File: src/rtl/led_seq_pkg.sv
// Shared definitions for the LED pattern sequencer.
//
// Contents:
//   led_mode_t : 2-bit pattern mode. The enum also supplies the mode constants
//                MODE_ROT_L, MODE_ROT_R, MODE_PINGPONG and MODE_BLINK.
package led_seq_pkg;

    typedef enum logic [1:0] {
        MODE_ROT_L    = 2'b00,
        MODE_ROT_R    = 2'b01,
        MODE_PINGPONG = 2'b10,
        MODE_BLINK    = 2'b11
    } led_mode_t;

endpackage

File: src/rtl/led_seq_prescaler.sv
// Step prescaler for the LED sequencer.
//
// Counts 0..TICKS-1 while enabled and raises tick during the last count.
// A clear returns the count to 0 on the next edge; clear wins over counting.
// While en is low the count is held.
//
// Ports:
//   sys_clk : system clock
//   sys_rst : asynchronous active-high reset
//   en      : count enable
//   clr     : synchronous clear of the count
//   tick    : high while enabled and the count is at TICKS-1
module led_seq_prescaler
    import led_seq_pkg::*;
#(
    parameter int TICKS = 4
) (
    input  logic sys_clk,
    input  logic sys_rst,
    input  logic en,
    input  logic clr,
    output logic tick
);

    localparam int CW = (TICKS > 1) ? $clog2(TICKS) : 1;
    localparam logic [CW-1:0] LAST = CW'(TICKS - 1);

    if (TICKS < 2) begin : g_ticks_check
        $error("led_seq_prescaler: TICKS must be at least 2");
    end

    logic [CW-1:0] cnt;

    always_ff @(posedge sys_clk or posedge sys_rst) begin
        if (sys_rst) begin
            cnt <= '0;
        end else if (clr) begin
            cnt <= '0;
        end else if (en) begin
            cnt <= (cnt == LAST) ? '0 : cnt + CW'(1);
        end
    end

    assign tick = en & (cnt == LAST);

endmodule

File: src/rtl/led_sequencer.sv
// LED pattern sequencer for board status indication.
//
// A prescaler produces a step tick every TICKS = CLK_HZ/1000*STEP_MS cycles.
// On each step the lit pattern advances according to the selected mode:
// rotate left, rotate right, ping-pong, or blink all. A step_now pulse forces
// an immediate step and restarts the step period. A mode change re-seeds the
// pattern without stepping. The LED drive is registered and its polarity set
// by ACTIVE_LOW.
//
// Optional feature: define LED_SEQ_PWM_EN to gate lit LEDs with an 8-bit PWM
// (on while pwm_cnt < brightness). Without it brightness is ignored.
//
// Ports:
//   sys_clk    : system clock (sole clock)
//   sys_rst    : asynchronous active-high reset
//   en         : 1 = run, 0 = freeze prescaler, pattern and outputs
//   mode       : 00 rotate left, 01 rotate right, 10 ping-pong, 11 blink
//   step_now   : single-cycle pulse forcing an immediate step
//   brightness : PWM duty for lit LEDs (LED_SEQ_PWM_EN only)
//   led        : registered LED drive
//   step_o     : one-cycle pulse coinciding with a new stepped pattern
module led_sequencer
    import led_seq_pkg::*;
#(
    parameter int N_LEDS     = 3,
    parameter int CLK_HZ     = 24_000_000,
    parameter int STEP_MS    = 500,
    parameter int ACTIVE_LOW = 1
) (
    input  logic              sys_clk,
    input  logic              sys_rst,
    input  logic              en,
    input  logic [1:0]        mode,
    input  logic              step_now,
    input  logic [7:0]        brightness,
    output logic [N_LEDS-1:0] led,
    output logic              step_o
);

    localparam int TICKS = CLK_HZ / 1000 * STEP_MS;
    localparam logic [N_LEDS-1:0] SEED      = N_LEDS'(1);
    localparam logic [N_LEDS-1:0] ALL_ON    = '1;
    localparam logic [N_LEDS-1:0] LED_RESET = (ACTIVE_LOW != 0) ? ~SEED : SEED;

    if (N_LEDS < 1 || N_LEDS > 32) begin : g_nleds_check
        $error("led_sequencer: N_LEDS must be in 1..32");
    end

    function automatic logic [N_LEDS-1:0] drive_level(input logic [N_LEDS-1:0] lit);
        return (ACTIVE_LOW != 0) ? ~lit : lit;
    endfunction

    // Shift plus wrap term; for N_LEDS=1 both reduce to the pattern itself.
    function automatic logic [N_LEDS-1:0] rot_left(input logic [N_LEDS-1:0] p);
        return (p << 1) | (p >> (N_LEDS - 1));
    endfunction

    function automatic logic [N_LEDS-1:0] rot_right(input logic [N_LEDS-1:0] p);
        return (p >> 1) | (p << (N_LEDS - 1));
    endfunction

    led_mode_t         mode_in;
    led_mode_t         mode_q;
    led_mode_t         mode_q_next;
    logic [N_LEDS-1:0] pattern;
    logic [N_LEDS-1:0] pattern_next;
    logic [N_LEDS-1:0] led_next;
    logic              dir;
    logic              dir_next;
    logic              mode_change;
    logic              tick;
    logic              step;
    logic              presc_clr;
    logic              lit_gate;

    assign mode_in     = led_mode_t'(mode);
    assign mode_change = en & (mode_in != mode_q);
    // A mode change swallows both the natural tick and step_now.
    assign step        = en & ~mode_change & (tick | step_now);
    assign presc_clr   = en & (mode_change | step_now);

    led_seq_prescaler #(
        .TICKS(TICKS)
    ) u_prescaler (
        .sys_clk(sys_clk),
        .sys_rst(sys_rst),
        .en     (en),
        .clr    (presc_clr),
        .tick   (tick)
    );

`ifdef LED_SEQ_PWM_EN
    logic [7:0] pwm_cnt;

    always_ff @(posedge sys_clk or posedge sys_rst) begin
        if (sys_rst) begin
            pwm_cnt <= '0;
        end else if (en) begin
            pwm_cnt <= pwm_cnt + 8'd1;
        end
    end

    assign lit_gate = (pwm_cnt < brightness);
`else
    logic unused_brightness;
    assign unused_brightness = ^brightness;
    assign lit_gate          = 1'b1;
`endif

    always_comb begin
        pattern_next = pattern;
        dir_next     = dir;
        mode_q_next  = mode_q;
        if (mode_change) begin
            pattern_next = (mode_in == MODE_BLINK) ? ALL_ON : SEED;
            dir_next     = 1'b0;
            mode_q_next  = mode_in;
        end else if (step) begin
            case (mode_q)
                MODE_ROT_L: pattern_next = rot_left(pattern);
                MODE_ROT_R: pattern_next = rot_right(pattern);
                MODE_PINGPONG: begin
                    // Reversal happens on the step leaving an end position,
                    // so each end is shown exactly once per sweep.
                    if (N_LEDS == 1) begin
                        pattern_next = pattern;
                    end else if (!dir) begin
                        if (pattern[N_LEDS-1]) begin
                            pattern_next = pattern >> 1;
                            dir_next     = 1'b1;
                        end else begin
                            pattern_next = pattern << 1;
                        end
                    end else begin
                        if (pattern[0]) begin
                            pattern_next = pattern << 1;
                            dir_next     = 1'b0;
                        end else begin
                            pattern_next = pattern >> 1;
                        end
                    end
                end
                MODE_BLINK: pattern_next = (pattern == '0) ? ALL_ON : '0;
                default:    pattern_next = pattern;
            endcase
        end
    end

    assign led_next = drive_level(pattern_next & {N_LEDS{lit_gate}});

    always_ff @(posedge sys_clk or posedge sys_rst) begin
        if (sys_rst) begin
            pattern <= SEED;
            dir     <= 1'b0;
            mode_q  <= MODE_ROT_L;
            led     <= LED_RESET;
            step_o  <= 1'b0;
        end else begin
            pattern <= pattern_next;
            dir     <= dir_next;
            mode_q  <= mode_q_next;
            step_o  <= step;
            // led is held while disabled so a running PWM cannot flicker it.
            if (en) begin
                led <= led_next;
            end
        end
    end

endmodule

File: config.mk
export PLATFORM = sky130hd
export DESIGN_NAME = led_sequencer
export DESIGN_NICKNAME = d
export VERILOG_FILES = /design/src/rtl/led_seq_pkg.sv /design/src/rtl/led_seq_prescaler.sv /design/src/rtl/led_sequencer.sv
export SDC_FILE = /design/constraint.sdc
export NUM_CORES = 1
export LEC_CHECK = 0
export ABC_AREA = 1
export CAP_MARGIN = 20
export CORE_ASPECT_RATIO = 0.5
export CORE_MARGIN = 2
export CORE_UTILIZATION = 45
export DETAILED_ROUTE_END_ITERATION = 10
export DONT_BUFFER_PORTS = 1
export PLACE_DENSITY_LB_ADDON = 0.3
export REMOVE_ABC_BUFFERS = 1
export SYNTH_ARGS = -nofsm -noshare
export SYNTH_HDL_FRONTEND = slang
export SYNTH_HIERARCHICAL = 1
export SYNTH_SLANG_ARGS = --single-unit
File: constraint.sdc
create_clock -name sys_clk -period 2.02 [get_ports sys_clk]
set_input_delay 0.202 -clock sys_clk [delete_from_list [all_inputs] [get_ports sys_clk]]
set_output_delay 0.202 -clock sys_clk [all_outputs]
set_load 0.02 [all_outputs]
==> summary.txt <==
Layout
  – Share of cells above drive strength 1: 10.2%
  – Fin area: 0.00245 mm^2
  – Nets: 356
  – Fillers: 484
  – Number of diodes: 0
  – Share of the core filled with cells: 50.5%
  – Layout area overhead: 10.1%
  – Sequential cell area: 855 um^2
  – Multi-input combinational cell area: 0.00117 mm^2

STA
  – # setup viols final: 0
  – Worst slew margin: 71.5%
  – RSZ-0062 raised after global routing: true
  – Clock Skews: 0.00951 ns
  – Part of the cycle the worst path needs: 96.1%
  – Final slew viol count: 0
  – Minimum clock period: 1.94 ns
  – Hold Fails Final Rpt: 0
  – Fmax: 0.515 GHz
  – Slew @ Worst Pin: 0.428 ns

Placed design
  – Placer congestion estimate: 0.909
  – IO Port Bufs: 0
  – HPWL after detailed placement: 3720 um
  – Placed cell area: 0.00230 mm^2

Clock network
  – Worst-Skew Late Latency: 0.29 ns
  – CTS sink cnt: 34
  – CTS Buf Count: 5
  – CTS tree: yes
  – CTS max path bufs: 2
  – H-tree levels: 2
  – Reg clk slew, reported paths: 0.07 ns
  – Root Buffer Master: clkbuf_8

Global route
  – Largest net degree at the start of global routing: 25
  – Tot GR Track Use: 19.7%
  – Vias in the first global route: 1830
  – Antenna violations before repair: 0
  – First-pass GRT wire length: 8270 um
  – Total grt overflow: 0

Pwr
  – Leakage: 1.16 nW
  – PwrDens: 654 mW/mm^2
  – Max IR drop VDD: 0.438 mV

Synthesis
  – Syn. warnings: 6
  – Ys flop type: dfrtp_1
  – EDFF count, synth: 0
  – Ys async rst share: 100%
  – Synth Register Bits: 34
  – Gate Count Post-Synth: 332
  – Syn Area/Cell: 6.69 um^2
  – Seq/Total Area, Yosys: 38.5%
  – Yosys cell types: 31
  – Synth Cell Area: 0.00222 mm^2

Floorplanning
  – Die Y: 53.7 um
  – Starting Density: 45.9%
  – Die X: 103 um
  – Boundary Pins: 18
  – Cell Rows: 18
  – Core box area: 0.00484 mm^2
  – Full die area: 0.00555 mm^2

Worst setup path
  – Max FO, Critical Path: 5
  – Critical path arrival: 2.16 ns
  – Crit path kind: reg -> reg
  – Startpoint class of the critical path: register
  – WP data required: 2.24 ns
  – CP endpoint kind: register

Routing
  – Post-route ant nets: 0
  – Final WL: 4980 um
  – Pre-antenna DRT Iters: 4
  – Post-route DRC: 0
  – DR iter-0 viols: 137
  – Drt wl/cell: 12.1 um
  – Vias: 2044
  – Vias per cell: 4.96

Run
  – Max-Cap Viols: 0

Min path
  – Worst hold-check path type: in -> reg

Run status
  – Status: completed
## path summary, 6_finish.rpt
path / to / depth (start not counted) / from / slack (ns)
max: led[0]$_DFFE_PP0P_ / 13 / u_prescaler/cnt[1]$_DFFE_PP0P_ / 0.08
min: mode_q[0]$_DFFE_PP0P_ / 1 / en / 0.02
max reg2reg: led[0]$_DFFE_PP0P_ / 13 / u_prescaler/cnt[1]$_DFFE_PP0P_ / 0.08
min reg2reg: u_prescaler/cnt[1]$_DFFE_PP0P_ / 2 / u_prescaler/cnt[1]$_DFFE_PP0P_ / 0.52
max in group asynchronous: pattern[0]$_DFF_PP1_ / 2 / sys_rst / 1.34
min in group asynchronous: mode_q[1]$_DFFE_PP0P_ / 2 / sys_rst / 0.36
## cell usage after synthesis (2+ instances only)
library cell	number	area, um^2
nor3_1	3	15.0
o21ai_1	2	10.0
nand2_2	2	12.5
xnor2_1	7	61.3
nand3_2	3	30.0
nor2_4	2	22.5
nand2_1	114	428
nand3_1	29	145
a21oi_1	6	30.0
dfrtp_1	31	776
xor2_1	2	17.5
nand4_1	6	37.5
o21ai_0	6	30.0
dfstp_2	3	78.8
nor2_2	6	37.5
inv_1	42	158
nor2_1	54	203
## registers in the layout, indices dropped and copies added (netlist names), named ones only
name and cells:
dir 1, mode_q 2, led 3, pattern 1, step_o 1, u_prescaler/cnt 24
## placed cells by master, fill, tap and decap left out, types with 3 or more instances in the layout
cell      instances
xnor2_1           6
buf_4             6
inv_1            42
dfstp_2           3
nand4_1           6
o21ai_0           6
nor2_2            5
nor3_1            3
nand3_1          29
dfrtp_1          31
nand3_2           3
a21oi_1           6
clkbuf_8          6
nor2_1           54
nand2_1         114
nor2_4            3
## repair_timing
| item | in CTS | in global routing |
|---|---|---|
| resized for setup | 0 | 3 |
| endpoints found under the hold margin | 31 | 0 |
| endpoints found under the setup margin | 0 | 13 |
| hold buffers | 1 | 0 |
| setup buffers | 0 | 0 |
## through the flow
step / setup WS (ns) / setup TNS (ns) / total power, mW / cells / hold slack, ns
after floorplan: 0.162 / 0 / 0.903 / 327 / 0.0400
after global placement: 0.129 / 0 / 0.952 / 403 / 0.0864
after detailed placement: 0.119 / 0 / 0.958 / 403 / 0.0950
after CTS: 0.0816 / 0 / 1.62 / 412 / 0.0107
after global routing: -0.0402 / -0.126 / 1.67 / 412 / 0.0208
final: 0.0796 / 0 / 1.60 / 412 / 0.0191
## cell type report
type | count | area share, %
clock inverter | 1 | 1.23
timing repair buffer | 7 | 2.25
inverter | 43 | 6.70
multi-input combinational | 250 | 47.8
tap | 70 | 3.58
sequential | 34 | 34.9
clock buffer | 7 | 3.53
## logic make-up after synthesis
logic type | Yosys count | synth area share (%)
compound gates | 16 | 3.89
fa+ha+maj | 1 | 0.563
simple gates | 223 | 43.3
flops | 34 | 38.5
xor+xnor | 10 | 4.28
buf+inv | 48 | 9.51
## power breakdown
part / internal, mW / switching, mW
Clock: 0.402 / 0.246
Sequential: 0.718 / 0.0465
Combinational: 0.0670 / 0.118
Total: 1.19 / 0.411
## per-layer routing
layer  global-route usage, %  vias up  wire length (um)
li1                        -     1040                 -
met1                    24.1      944              2340
met2                    33.9       53              2320
met3                    5.32        7               256
met4                    7.68        0                60
met5                       0        -                 0
## critical path, cell delays in order, from the launching register on
cell and delay (ns):
dfrtp_1 0.40, ha_1 0.22, nand3_1 0.12, inv_1 0.09
nand2_1 0.13, inv_1 0.07, nand3_2 0.08, inv_1 0.04
or2_2 0.30, inv_1 0.14, nor2_4 0.07, nand2_1 0.09
nand3_1 0.09, nand2_1 0.06
(Power assumes the default switching activity.)
